==> src/rtl/shared_alu_pkg.sv <==
// rtl/shared_alu_pkg.sv - shared types, opcodes and ALU evaluation for shared_alu_sched
//
// Purpose: common definitions imported by the scheduler and its arbiter.
//   DW        datapath width (4 bits)
//   OP_*      3-bit opcodes
//   state_t   result-register occupancy state
//   alu_eval  combinational evaluation of one op, including zero-divide rules
package shared_alu_pkg;

   localparam int DW = 4;

   localparam logic [2:0] OP_XOR  = 3'd0;
   localparam logic [2:0] OP_AND  = 3'd1;
   localparam logic [2:0] OP_OR   = 3'd2;
   localparam logic [2:0] OP_SLT  = 3'd3;
   localparam logic [2:0] OP_MUL  = 3'd4;
   localparam logic [2:0] OP_MOD  = 3'd5;
   localparam logic [2:0] OP_DIV  = 3'd6;
   localparam logic [2:0] OP_PASS = 3'd7;

   typedef enum logic {
      ST_EMPTY = 1'b0,
      ST_FULL  = 1'b1
   } state_t;

   function automatic logic [DW-1:0] alu_eval(input logic [2:0]    op,
                                              input logic [DW-1:0] a,
                                              input logic [DW-1:0] b);
      logic signed [DW-1:0] sa;
      logic signed [DW-1:0] sb;
      logic [2*DW-1:0]      prod;
      logic [DW-1:0]        r;
      sa   = $signed(a);
      sb   = $signed(b);
      // Low half of a product is identical for signed and unsigned operands.
      prod = {{DW{1'b0}}, a} * {{DW{1'b0}}, b};
      r    = '0;
      case (op)
         OP_XOR: r = a ^ b;
         OP_AND: r = a & b;
         OP_OR:  r = a | b;
         OP_SLT: r = {{(DW-1){1'b0}}, (sa < sb)};
         OP_MUL: r = prod[DW-1:0];
         OP_MOD: begin
            if (b == '0)
               r = a;
            else if (a == {1'b1, {(DW-1){1'b0}}} && b == '1)
               r = '0; // most-negative % -1 overflows the quotient; remainder is 0
            else
               r = $unsigned(sa % sb);
         end
         OP_DIV: begin
            if (b == '0)
               r = '1;
            else
               r = a / b;
         end
         default: r = a;
      endcase
      return r;
   endfunction

endpackage

==> src/rtl/shared_alu_rr_arb.sv <==
// rtl/shared_alu_rr_arb.sv - NREQ-wide round-robin arbiter
//
// Purpose: picks the first valid requester at or above the pointer, wrapping.
// Ports:
//   valid_i  per-requester valid
//   en_i     arbitration enable; no grant when low
//   ptr_i    highest-priority index this cycle (< NREQ)
//   grant_o  one-hot grant
//   idx_o    encoded index of the granted requester
//   any_o    a grant was issued
module shared_alu_rr_arb #(
   parameter int NREQ = 4,
   parameter int IW   = 3
) (
   input  logic [NREQ-1:0] valid_i,
   input  logic            en_i,
   input  logic [IW-1:0]   ptr_i,
   output logic [NREQ-1:0] grant_o,
   output logic [IW-1:0]   idx_o,
   output logic            any_o
);

   logic [2*NREQ-1:0] dbl;
   logic [NREQ-1:0]   rot;
   logic [IW:0]       sum;

   always_comb begin
      // Rotate valids so the pointer position lands at bit 0; the first set
      // bit of the rotated vector is the distance from the pointer.
      dbl   = {valid_i, valid_i} >> ptr_i;
      rot   = dbl[NREQ-1:0];
      any_o = 1'b0;
      sum   = '0;
      for (int k = 0; k < NREQ; k++) begin
         if (en_i && !any_o && rot[k]) begin
            any_o = 1'b1;
            sum   = {1'b0, ptr_i} + (IW+1)'(k);
         end
      end
      if (sum >= (IW+1)'(NREQ))
         sum = sum - (IW+1)'(NREQ);
      idx_o = sum[IW-1:0];
      for (int i = 0; i < NREQ; i++)
         grant_o[i] = any_o && (idx_o == IW'(i));
   end

endmodule

==> src/rtl/shared_alu_sched.sv <==
// rtl/shared_alu_sched.sv - round-robin scheduler sharing one 4-bit ALU among NREQ requesters
//
// Purpose: arbitrates requests, issues one op per cycle into the shared ALU and
// holds the tagged result in a valid/ready output register.
// Optional feature macro: SHARED_ALU_STATS_EN (grant and stall counters).
// Ports:
//   clk, reset          clock, synchronous active-high reset
//   req_valid/req_ready per-requester request handshake (req_ready one-hot)
//   req_op/req_a/req_b  per-requester opcode and operands, requester i in slice i
//   rsp_valid/rsp_ready result handshake
//   rsp_data, rsp_tag   result value and issuing requester index
//   stat_grants         (macro) per-requester saturating 8-bit grant counts
//   stat_stall          (macro) saturating count of blocked-request cycles
module shared_alu_sched
   import shared_alu_pkg::*;
#(
   parameter int NREQ = 4,
   parameter int TAGW = 3
) (
   input  logic              clk,
   input  logic              reset,
   input  logic [NREQ-1:0]   req_valid,
   output logic [NREQ-1:0]   req_ready,
   input  logic [3*NREQ-1:0] req_op,
   input  logic [DW*NREQ-1:0] req_a,
   input  logic [DW*NREQ-1:0] req_b,
   output logic              rsp_valid,
   input  logic              rsp_ready,
   output logic [DW-1:0]     rsp_data,
   output logic [TAGW-1:0]   rsp_tag
`ifdef SHARED_ALU_STATS_EN
   ,
   output logic [NREQ*8-1:0] stat_grants,
   output logic [7:0]        stat_stall
`endif
);

   state_t          state_q, state_d;
   logic [TAGW-1:0] ptr_q, ptr_d;
   logic [DW-1:0]   data_q, data_d;
   logic [TAGW-1:0] tag_q, tag_d;

   logic            can_issue;
   logic            arb_en;
   logic            any_grant;
   logic [NREQ-1:0] grant;
   logic [TAGW-1:0] grant_idx;

   logic [2:0]      sel_op;
   logic [DW-1:0]   sel_a;
   logic [DW-1:0]   sel_b;
   logic [DW-1:0]   alu_res;

   // Draining and refilling in the same cycle is allowed, so a held result
   // only blocks issue while the consumer is stalling.
   assign can_issue = (state_q == ST_EMPTY) || rsp_ready;
   assign arb_en    = can_issue && !reset;

   shared_alu_rr_arb #(
      .NREQ (NREQ),
      .IW   (TAGW)
   ) u_arb (
      .valid_i (req_valid),
      .en_i    (arb_en),
      .ptr_i   (ptr_q),
      .grant_o (grant),
      .idx_o   (grant_idx),
      .any_o   (any_grant)
   );

   // One-hot grant drives an AND-OR operand mux.
   always_comb begin
      sel_op = '0;
      sel_a  = '0;
      sel_b  = '0;
      for (int i = 0; i < NREQ; i++) begin
         if (grant[i]) begin
            sel_op = sel_op | req_op[3*i +: 3];
            sel_a  = sel_a  | req_a[DW*i +: DW];
            sel_b  = sel_b  | req_b[DW*i +: DW];
         end
      end
   end

   assign alu_res = alu_eval(sel_op, sel_a, sel_b);

   always_comb begin
      state_d = state_q;
      ptr_d   = ptr_q;
      data_d  = data_q;
      tag_d   = tag_q;
      if (any_grant) begin
         state_d = ST_FULL;
         data_d  = alu_res;
         tag_d   = grant_idx;
         ptr_d   = (grant_idx == TAGW'(NREQ-1)) ? '0 : grant_idx + 1'b1;
      end else if (state_q == ST_FULL && rsp_ready) begin
         state_d = ST_EMPTY;
      end
   end

   always_ff @(posedge clk) begin
      if (reset) begin
         state_q <= ST_EMPTY;
         ptr_q   <= '0;
         data_q  <= '0;
         tag_q   <= '0;
      end else begin
         state_q <= state_d;
         ptr_q   <= ptr_d;
         data_q  <= data_d;
         tag_q   <= tag_d;
      end
   end

   assign req_ready = grant;
   assign rsp_valid = (state_q == ST_FULL);
   assign rsp_data  = data_q;
   assign rsp_tag   = tag_q;

`ifdef SHARED_ALU_STATS_EN
   logic [NREQ-1:0][7:0] gcnt_q, gcnt_d;
   logic [7:0]           stall_q, stall_d;

   always_comb begin
      gcnt_d  = gcnt_q;
      stall_d = stall_q;
      for (int i = 0; i < NREQ; i++) begin
         if (grant[i] && gcnt_q[i] != 8'hFF)
            gcnt_d[i] = gcnt_q[i] + 8'd1;
      end
      if (state_q == ST_FULL && !rsp_ready && |req_valid && stall_q != 8'hFF)
         stall_d = stall_q + 8'd1;
   end

   always_ff @(posedge clk) begin
      if (reset) begin
         gcnt_q  <= '0;
         stall_q <= '0;
      end else begin
         gcnt_q  <= gcnt_d;
         stall_q <= stall_d;
      end
   end

   assign stat_grants = gcnt_q;
   assign stat_stall  = stall_q;
`endif

endmodule

==> config.mk <==
export PLATFORM = sky130hd
export DESIGN_NAME = shared_alu_sched
export DESIGN_NICKNAME = d
export VERILOG_FILES = /design/src/rtl/shared_alu_pkg.sv /design/src/rtl/shared_alu_rr_arb.sv /design/src/rtl/shared_alu_sched.sv
export SDC_FILE = /design/constraint.sdc
export NUM_CORES = 1
export LEC_CHECK = 0
export CORE_MARGIN = 3
export CORE_UTILIZATION = 44
export CTS_CLUSTER_SIZE = 14
export DETAILED_ROUTE_END_ITERATION = 10
export PLACE_DENSITY = 0.7
export SYNTH_ARGS = -nofsm -noshare
export SYNTH_HDL_FRONTEND = slang
export SYNTH_HIERARCHICAL = 1
export SYNTH_SLANG_ARGS = --single-unit
==> constraint.sdc <==
create_clock -name clk -period 9.5 [get_ports clk]
set_input_delay 1.9 -clock clk [delete_from_list [all_inputs] [get_ports clk]]
set_output_delay 1.9 -clock clk [all_outputs]
set_load 0.03 [all_outputs]
Yosys cells after proc, flatten, opt, wreduce, memory -nomap -nowiden
Cells that the tools add are included.

Output and inout port bits: 12. Register bits: 11.

Shift-type cells: 1. Reduce and logical (&&, ||, !) cells: 23. Equal/unequal tests: 11. Magnitude comparators: 2. Mux-type cells: 28. Div/mod/pow operators: 2. Bitwise logic cells: 13. Multipliers: 1. Add/sub/neg operators: 5.

Operators with widths (number): 4-bit 2-to-1 mux (14); 4-bit OR (7); 4-bit case mux with 7 select lines (1); 3-bit 2-to-1 mux (7); 1-bit logical AND (14); 3-bit by 2-bit equality test with 1-bit output (second input constant) (4); 3-bit equality test (second input constant) (3); 3-bit OR (3); 3-bit by 2-bit adder with 4-bit output (second input constant) (2); 4-bit equality test (second input constant) (2); 8-bit by 3-bit right shift with 4-bit output (1); 3-bit by 1-bit equality test with 1-bit output (second input constant) (2); 3-bit logical NOT (2); 1-bit 2-to-1 mux (6); 3-bit by 1-bit adder with 4-bit output (second input constant) (1); 4-bit bitwise AND (1); 4-bit by 4-bit divider with 4-bit output (1); 4-bit by 3-bit greater-or-equal comparator with 1-bit output (second input constant) (1); 1-bit logical NOT (4); 4-bit logical NOT (1); 4-bit less-than comparator (1); 4-bit by 4-bit remainder unit with 4-bit output (1); 4-bit by 4-bit multiplier with 4-bit output (1); 4-bit XOR (1); other kinds (5) (5).

Longest topological paths before layout
Gate-level depths: netlist of run 1.

Depth after elaboration: 33. Mapped depth: 38. Gate-level depth less buffers: 36.

Hierarchy
The synthesis of run 1 kept the hierarchy.

By module, submodules not included: shared_alu_sched (sequential area each 220.2 µm², times used 1, area each 2558.7 µm², cells an instance 328); shared_alu_rr_arb (sequential area each 0.0 µm², times used 1, area each 457.9 µm², cells an instance 56).

Worst setup path after synthesis of run 1
Ideal clock, no wire load.

Path kind: input to register. From: in reset. To: reg data_q[0] (netlist: rsp_data[0]). Data arrival time: 9585 ps. Stages: 32. Library setup time: 86 ps. Path slack: -170 ps. Cells stage by stage: buf_1 nor2_1 a21boi_2 nand2_1 or3_1 o221a_4 nor4_1 buf_6 a22oi_1 and2_4 ha_1 a2111oi_0 o31ai_1 o21a_1 ha_1 o21a_1 nor2_1 o221ai_1 o21ai_0 ha_1 inv_1 a21oi_1 o32ai_4 mux2i_1 fa_1 a21oi_1 o21a_1 mux2i_1 o311ai_1 a21oi_1 a31o_2 a211oi_1.

RTL lines: start: declaration (line shared_alu_sched.sv:21) `input logic reset,`; 1-bit logical NOT * (line shared_alu_sched.sv:57) `assign arb_en = can_issue && !reset;`; 1-bit logical AND * (line shared_alu_sched.sv:57); named net arb_en (line shared_alu_sched.sv:44) `logic arb_en;`; 1-bit logical AND (line shared_alu_rr_arb.sv:35) `if (en_i && !any_o && rot[k]) begin`; 1-bit 2-to-1 mux (line shared_alu_rr_arb.sv:35); 1-bit logical NOT (line shared_alu_rr_arb.sv:35); 1-bit logical AND (2 in series) (line shared_alu_rr_arb.sv:35); 1-bit 2-to-1 mux (line shared_alu_rr_arb.sv:35); [8 not listed]; 4-bit by 3-bit greater-or-equal comparator with 1-bit output or 3-bit subtractor (tied branches) (line shared_alu_rr_arb.sv:40, shared_alu_rr_arb.sv:41); 3-bit 2-to-1 mux * (line shared_alu_rr_arb.sv:40) `if (sum >= (IW+1)'(NREQ))`; named net grant_idx[2] (line shared_alu_sched.sv:47) `logic [TAGW-1:0] grant_idx;`; 3-bit by 2-bit equality test with 1-bit output * (line shared_alu_rr_arb.sv:44) `grant_o[i] = any_o && (idx_o == IW'(i));`; 1-bit logical AND * (line shared_alu_rr_arb.sv:44); named net req_ready[3] (line shared_alu_sched.sv:23) `output logic [NREQ-1:0] req_ready,`; branches (longest 5 deep; another with 4-bit by 4-bit remainder unit with 4-bit output); 4-bit case mux with 7 select lines * (line shared_alu_pkg.sv:38) `case (op)`; end signal: assignment (line shared_alu_sched.sv:111) `data_q <= data_d;`; end: declaration (line shared_alu_sched.sv:40) `logic [DW-1:0] data_q, data_d;`.

Mark *: on every way through the listed nets, which the timed path passes. A chain may end at the register's enable or synchronous reset.

Worst setup path in the final report of run 1
From: in req_valid[0]. To: reg data_q[0] (netlist: rsp_data[0]).

Word-level cells in the longest chain between the ends: 31.

RTL lines: start: declaration (line shared_alu_sched.sv:22) `input logic [NREQ-1:0] req_valid,`; 8-bit by 3-bit right shift with 4-bit output * (line shared_alu_rr_arb.sv:30) `dbl = {valid_i, valid_i} >> ptr_i;`; 1-bit logical AND (line shared_alu_rr_arb.sv:35); 1-bit 2-to-1 mux (line shared_alu_rr_arb.sv:35); 1-bit logical NOT (line shared_alu_rr_arb.sv:35); 1-bit logical AND (2 in series) (line shared_alu_rr_arb.sv:35); 1-bit 2-to-1 mux (line shared_alu_rr_arb.sv:35); 1-bit logical NOT (line shared_alu_rr_arb.sv:35); 1-bit logical AND (2 in series) (line shared_alu_rr_arb.sv:35); 1-bit 2-to-1 mux (line shared_alu_rr_arb.sv:35); 1-bit logical NOT (line shared_alu_rr_arb.sv:35); 1-bit logical AND (2 in series) (line shared_alu_rr_arb.sv:35); 4-bit 2-to-1 mux * (line shared_alu_rr_arb.sv:35); 4-bit by 3-bit greater-or-equal comparator with 1-bit output or 3-bit subtractor (tied branches) (line shared_alu_rr_arb.sv:40, shared_alu_rr_arb.sv:41); 3-bit 2-to-1 mux * (line shared_alu_rr_arb.sv:40); named net grant_idx[0] (line shared_alu_sched.sv:47); branches (longest 13 deep; another with 4-bit by 4-bit remainder unit with 4-bit output); 4-bit case mux with 7 select lines * (line shared_alu_pkg.sv:38).

Marked as above.

==> results of run 1 <==
## synthesized netlist by cell type, drive strengths merged (4+ instances only)
| cell | count | share of area [%] |
|---|---|---|
| nand2 | 26 | 3.2 |
| inv | 21 | 2.6 |
| or3 | 5 | 1.2 |
| mux2i | 15 | 5.1 |
| a22o | 6 | 1.7 |
| nor2b | 4 | 0.83 |
| clkbuf | 4 | 0.50 |
| o311ai | 4 | 1.2 |
| ha | 51 | 21 |
| dfxtp | 11 | 7.3 |
| and2 | 7 | 1.5 |
| a21oi | 23 | 3.8 |
| a31oi | 6 | 1.2 |
| a22oi | 16 | 4.0 |
| nor2 | 32 | 4.1 |
| o21a | 6 | 1.5 |
| buf | 15 | 3.9 |
| nand3 | 8 | 1.3 |
| o21ai | 25 | 4.1 |
| mux2 | 4 | 1.5 |
| xnor2 | 11 | 3.2 |
| nor4 | 4 | 1.2 |
| a211oi | 8 | 2.2 |
| a21o | 4 | 1.0 |
| nor3 | 11 | 2.0 |
| nand2b | 4 | 0.83 |
| a41oi | 4 | 1.2 |
| o221ai | 4 | 1.2 |
## what timing repair did
action / CTS / global route
hold buffers: 0 / 0
pin swaps: 0 / 1
buffers inserted: 0 / 1
gates resized for setup: 1 / 14
setup endpoints to repair: 1 / 4
## area by class of cell
type,count,share of cell area [%]
well taps,77,2.44
repair buffers,91,21.2
flip-flops and latches,11,5.57
clock buffers,4,1.14
multi-input cells,332,67.5
inverters,22,2.12
## logic make-up after synthesis
logic type,share of synthesized area [%]
compound gates,32.3
simple gates,19.3
fa+ha+maj,21.8
buf+inv,7.13
mux,8.34
xor+xnor,3.77
flops,7.30
## per-layer routing
| layer | vias to the layer above | part of all wire, % | global-route usage (%) |
|---|---|---|---|
| met3 | 24 | 7.7 | 3.54 |
| met2 | 155 | 47 | 39.8 |
| met4 | 0 | 1.7 | 6.18 |
| met1 | 1525 | 44 | 30.8 |
| li1 | 1615 | - | - |
| met5 | - | 0 | 0 |
## final timing paths
| path | endpoint | cells past startpoint | slack, ns | start |
|---|---|---|---|---|
| setup / recovery | rsp_data[0]$_SDFFE_PP0P_ | 34 | 0.37 | req_valid[0] |
| hold / removal | rsp_tag[2]$_SDFFE_PP0P_ | 2 | 0.51 | rsp_tag[2]$_SDFFE_PP0P_ |
| setup reg to reg | rsp_data[0]$_SDFFE_PP0P_ | 30 | 1.78 | ptr_q[0]$_SDFFE_PP0P_ |
| hold reg to reg | rsp_tag[2]$_SDFFE_PP0P_ | 2 | 0.51 | rsp_tag[2]$_SDFFE_PP0P_ |
## through the flow
stage,setup slack [ns],cell area [µm²],instances,util [%],hold slack (ns)
6_report,0.374,3950,537,60.8,0.508
3_3_place_gp,0.0805,3820,532,58.9,0.483
5_1_grt,-0.0438,3950,537,60.8,0.524
2_1_floorplan,0.00158,3030,384,-,0.511
3_5_place_dp,-0.242,3820,532,58.9,0.494
4_1_cts,0.0837,3870,536,59.6,0.509
## sequential cells by signal (all words and copies together) (netlist names)
signal	count
rsp_data	4
ptr_q	3
rsp_valid	1
rsp_tag	3
## critical path, delay by kind of cell
family	cells	cell delay, ns
AND/OR/NAND/NOR	6	0.82
adder cells (fa/ha/maj)	3	0.91
AO/OA/AOI/OAI	16	3.25
multiplexers	3	1.08
buffers and inverters	6	1.30
==> summary.md, run 1 <==
| Metric | Value |
|---|---|
| Vertical die dimension | slightly below 90 µm |
| Cell Rows | 29 |
| Number of flip-flops and latches in the synthesized netlist | 11 |
| Critical path's slowest cell | sky130_fd_sc_hd__mux4_1 |
| Maximum fanout encountered on the critical timing path | 11 |
| Via-to-Cell Ratio | a little over 6 |
| Post-route clock skew | between 0.003 and 0.004 ns |
| Syn Nets | 487 |
| Maximum capacitance violations | 0 |
| Sequential Area | about 220 µm² |
| Number of endpoints failing setup at the final stage | 0 |
| Sum Neg Setup Slack | 0 ns |
| Pre-Repair DR Iteration Count | 6 |
| Worst Setup Path Type | in2reg |
| Port bufs | 62 |
| Element type at the critical path end | register |
| Initial cell density of the core | around 46% |
| Flip-flop cell with the highest count after synthesis | sky130_fd_sc_hd__dfxtp_1 |
| Seq/Total Area, Yosys | around 7.3% |
| Slew margin rel. | between 40 and 50% |
| Portion of the clock cycle consumed by the worst path in the final layout | 96.1% |
| Ys async rst share | 0% |
| Least-Margin Pin Slew | a little under 0.8 ns |
| GRT Residual Overflow | 0 |
| Post-layout min period | 9.13 ns |
| Footprint of the multi-input gates | between 2000 and 3000 µm² |
| Count of cell types in the netlist | between 70 and 80 |
| Area enclosed by the die boundary | slightly below 8000 µm² |
| Highest-count cells in the layout ignoring fill and taps | 62 x sky130_fd_sc_hd__clkdlybuf4s50_1, 51 x sky130_fd_sc_hd__ha_1, 31 x sky130_fd_sc_hd__nor2_1, 29 x sky130_fd_sc_hd__buf_4, 26 x sky130_fd_sc_hd__nand2_1 |
| Number of enable-type register cells in the synthesized netlist | 0 |
| Biggest cell delay along the critical path | 0.56 ns |
| Average routed wire per standard cell | around 17 µm |
| Clock buffers created by TritonCTS | 3 |
| Fraction of layout instances using a drive strength above 1 | roughly 14% |
| Gp weighted congestion | around 0.9 |
| I/O pin cnt | 63 |
| Maximum buffer depth of the clock tree | 2 |
| Maximum number of pins on one net before global-route repair | 18 |
| Post-detailed-routing wire length | around 9200 µm |
| Via count of the first global-routing pass | roughly 3200 |
| Final HPWL DP | around 7400 µm |
| Number of antenna violations at the first check in global routing | 0 |
| FILL cells | around 590 |
| Number of nets in the final layout | about 560 |
| Required @ worst endpoint | just under 10 ns |
| Clk slew on worst S/H paths | 0.05 ns |
| Post-Syn Instances | ~380 |
| CTS tree | done |
| Total inserted antenna cells | 0 |
| Cell Area, Synth | around 3000 µm² |
| Most common library cell in the layout ignoring fill and taps | sky130_fd_sc_hd__clkdlybuf4s50_1 |
| Hold violation total from the final report | 0 |
| Fmax | 0.110 GHz |
| Startpoint type of the worst setup path | input port |
| DRC marker count from the first detailed-route iteration | 290 |
| Area added between synthesis and finish | 30.9% |
| Area of the core region | about 6500 µm² |
| Mean Syn Cell Area | ~8 µm² |
| Clock Sink Count | 11 |
| H-tree depth | 1 |
| Clock Latency Late Sink | 0.24 ns |
| CTS root buf | sky130_fd_sc_hd__clkbuf_8 |
| Yosys warns | 6 |
| Residual antenna-violating net count after detailed routing | 0 |
| Count of final max-slew check failures | 0 |
| Total track usage | 23.4% |
| Die W | just under 90 µm |
| DR vias | about 3300 |
| Result of the run | complete, no violations |
| Data arrival at the endpoint of the critical path | 9.28 ns |
| Type of the worst min-delay path | reg2reg |
| Wire length of the first global-routing pass | between 10000 and 15000 µm |
| DRC | 0 |
Power of run 1 is not shown: default switching activity piles up to over one toggle a cycle in this logic, so the estimate is an artifact.
==> run 2, diff against run 1 <==
Settings changed: SLEW_MARGIN set to 15.
==> results of run 2 <==
No change in the layout: final DEF, timing and power equal those of run 1.
Power of run 2 is left out for the same reason.
==> run 3, diff against run 2 <==
Settings changed: CORE_UTILIZATION 44 to 53, PLACE_DENSITY 0.7 to 0.82.
==> run 3 against run 2 <==
Critical endpoint is now rsp_data[2]$_SDFFE_PP0P_. Count of clock-buffer cells in the layout unchanged. Clock skew grew 0.0012 ns. Highest routed layer unchanged. Non-clock buffer count rose by 3. Worst setup slack got worse by 0.066 ns. Via count rose by 2.5%. First-iteration DRC count up 8.6%.
==> summary.md, run 3 (synthesis results as in run 1) <==
| Metric | Value |
|---|---|
| Number of antenna violations at the first check in global routing | 0 |
| Maximum buffer depth of the clock tree | 2 |
| Total track usage | approximately 28% |
| Finished Layout Cells | between 500 and 600 |
| Cell count after placement | between 500 and 600 |
| Required @ worst endpoint | roughly 9.7 ns |
| Data arrival at the endpoint of the critical path | 9.36 ns |
| Total of hold buffers inserted after clock tree synthesis | 0 |
| Clock Sink Count | 11 |
| Critical path's slowest cell | sky130_fd_sc_hd__mux4_1 |
| Port bufs | 62 |
| Most common library cell in the layout ignoring fill and taps | sky130_fd_sc_hd__clkdlybuf4s50_1 |
| Area post-placement | 3820 µm² |
| Startpoint type of the worst setup path | input port |
| Area of the core region | 5300 µm² |
| Via count of the first global-routing pass | 3288 |
| Count of buffering cells on the critical path with inverters included | 2 |
| DRC | 0 |
| Post-detailed-routing wire length | approximately 9400 µm |
| DRC marker count from the first detailed-route iteration | between 300 and 400 |
| CTS root buf | sky130_fd_sc_hd__clkbuf_8 |
| Total inserted antenna cells | 0 |
| Clock Latency Late Sink | 0.25 ns |
| Die W | roughly 80 µm |
| Clk slew on worst S/H paths | around 0.050 ns |
| Clock buffers created by TritonCTS | 3 |
| Type of the worst min-delay path | reg2reg |
| Wire length of the first global-routing pass | approximately 15000 µm |
| Initial cell density of the core | 56.9% |
| Finished Cell Area | approximately 4000 µm² |
| Maximum capacitance violations | 0 |
| Average routed wire per standard cell | ~18 µm |
| Sum Neg Setup Slack | 0 ns |
| Gp weighted congestion | around 0.96 |
| Highest-count cells in the layout ignoring fill and taps | 62 x sky130_fd_sc_hd__clkdlybuf4s50_1, 50 x sky130_fd_sc_hd__ha_1, 31 x sky130_fd_sc_hd__nor2_1, 31 x sky130_fd_sc_hd__buf_4, 26 x sky130_fd_sc_hd__nand2_1 |
| Portion of the clock cycle consumed by the worst path in the final layout | 96.8% |
| I/O pin cnt | 63 |
| Tightest hold margin | between 0.4 and 0.5 ns |
| Result of the run | complete, no violations |
| Maximum fanout encountered on the critical timing path | 15 |
| Max reg flops | 4 |
| Via-to-Cell Ratio | about 6.4 |
| Fraction of layout instances using a drive strength above 1 | between 10% and 20% |
| CTS tree | done |
| GRT Residual Overflow | 0 |
| H-tree depth | 1 |
| Final HPWL DP | approximately 7400 µm |
| Slew margin rel. | between 40% and 50% |
| Cell Rows | 26 |
| Element type at the critical path end | register |
| Maximum number of pins on one net before global-route repair | 18 |
| Hold violation total from the final report | 0 |
| DR vias | about 3400 |
| Top delay family on crit path | compound AO/OA/AOI/OAI gates |
| Area enclosed by the die boundary | 6630 µm² |
| Pre-Repair DR Iteration Count | 5 |
| Fmax | 0.109 GHz |
| Number of endpoints failing setup at the final stage | 0 |
| Vertical die dimension | 81.4 µm |
| Worst Setup Path Type | in2reg |
| Biggest cell delay along the critical path | 0.56 ns |
| Least-Margin Pin Slew | between 0.7 and 0.8 ns |
| Area added between synthesis and finish | 32.9% |
| Post-route clock skew | approximately 0.0044 ns |
| Residual antenna-violating net count after detailed routing | 0 |
| Number of nets in the final layout | about 570 |
| Count of final max-slew check failures | 0 |
| Post-layout min period | ~9.2 ns |
[run 3: cell count changes in the layout (fill, tap and decap cells not counted), moves of 2 or more]
cell	before	now
sky130_fd_sc_hd__buf_4	29	31
sky130_fd_sc_hd__nor3_2	0	2
sky130_fd_sc_hd__o21ai_0	21	23
sky130_fd_sc_hd__o21ai_1	4	2
[run 3: what timing repair did]
item / CTS / global route
resized for setup: 1 / 18
setup buffers: 0 / 5
setup endpoints to repair: 3 / 4
pin swaps: 0 / 5
[run 3: worst paths after layout]
path | end | slack [ns] | depth (start not counted) | start
worst min-delay path | rsp_data[0]$_SDFFE_PP0P_ | 0.50 | 2 | rsp_data[0]$_SDFFE_PP0P_
worst max-delay path | rsp_data[2]$_SDFFE_PP0P_ | 0.31 | 31 | req_valid[0]
worst max register to register | rsp_data[2]$_SDFFE_PP0P_ | 1.66 | 29 | ptr_q[0]$_SDFFE_PP0P_
worst min register to register | rsp_data[0]$_SDFFE_PP0P_ | 0.50 | 2 | rsp_data[0]$_SDFFE_PP0P_
[run 3: worst reg2reg max path, delay by kind of cell (launching register included)]
family,cells,cell delay (ns)
AOI/OAI and AO/OA,16,3.07
and+or+nand+nor,6,1.34
adders and majority gates,4,1.32
muxes,2,1.15
DFF,1,0.73
buffers and inverters,1,0.17
[run 3: through the flow]
stage	util, %	worst slack [ns]
global placement	72.0	0.114
global route	75.6	-0.188
floorplan	-	0.00158
finish	75.6	0.308
CTS	72.9	0.00614
detailed placement	72.0	-0.280
[run 3: layer usage]
metal	vias to the layer above	global-route usage (%)	wire (µm)
li1	1622	-	-
met3	12	2.63	640
met4	0	6.08	91
met2	190	46.5	4400
met5	-	0	0
met1	1577	38.5	4240
[run 3: layout make-up]
type                            count  area (µm²)
Multi-Input combinational cell    332        2700
Fill cell                         410        1290
Timing Repair Buffer               94         873
Sequential cell                    11         220
Tap cell                           70        87.6
Inverter                           22        83.8
Clock buffer                        4        45.0
Power of run 3 is left out for the same reason.
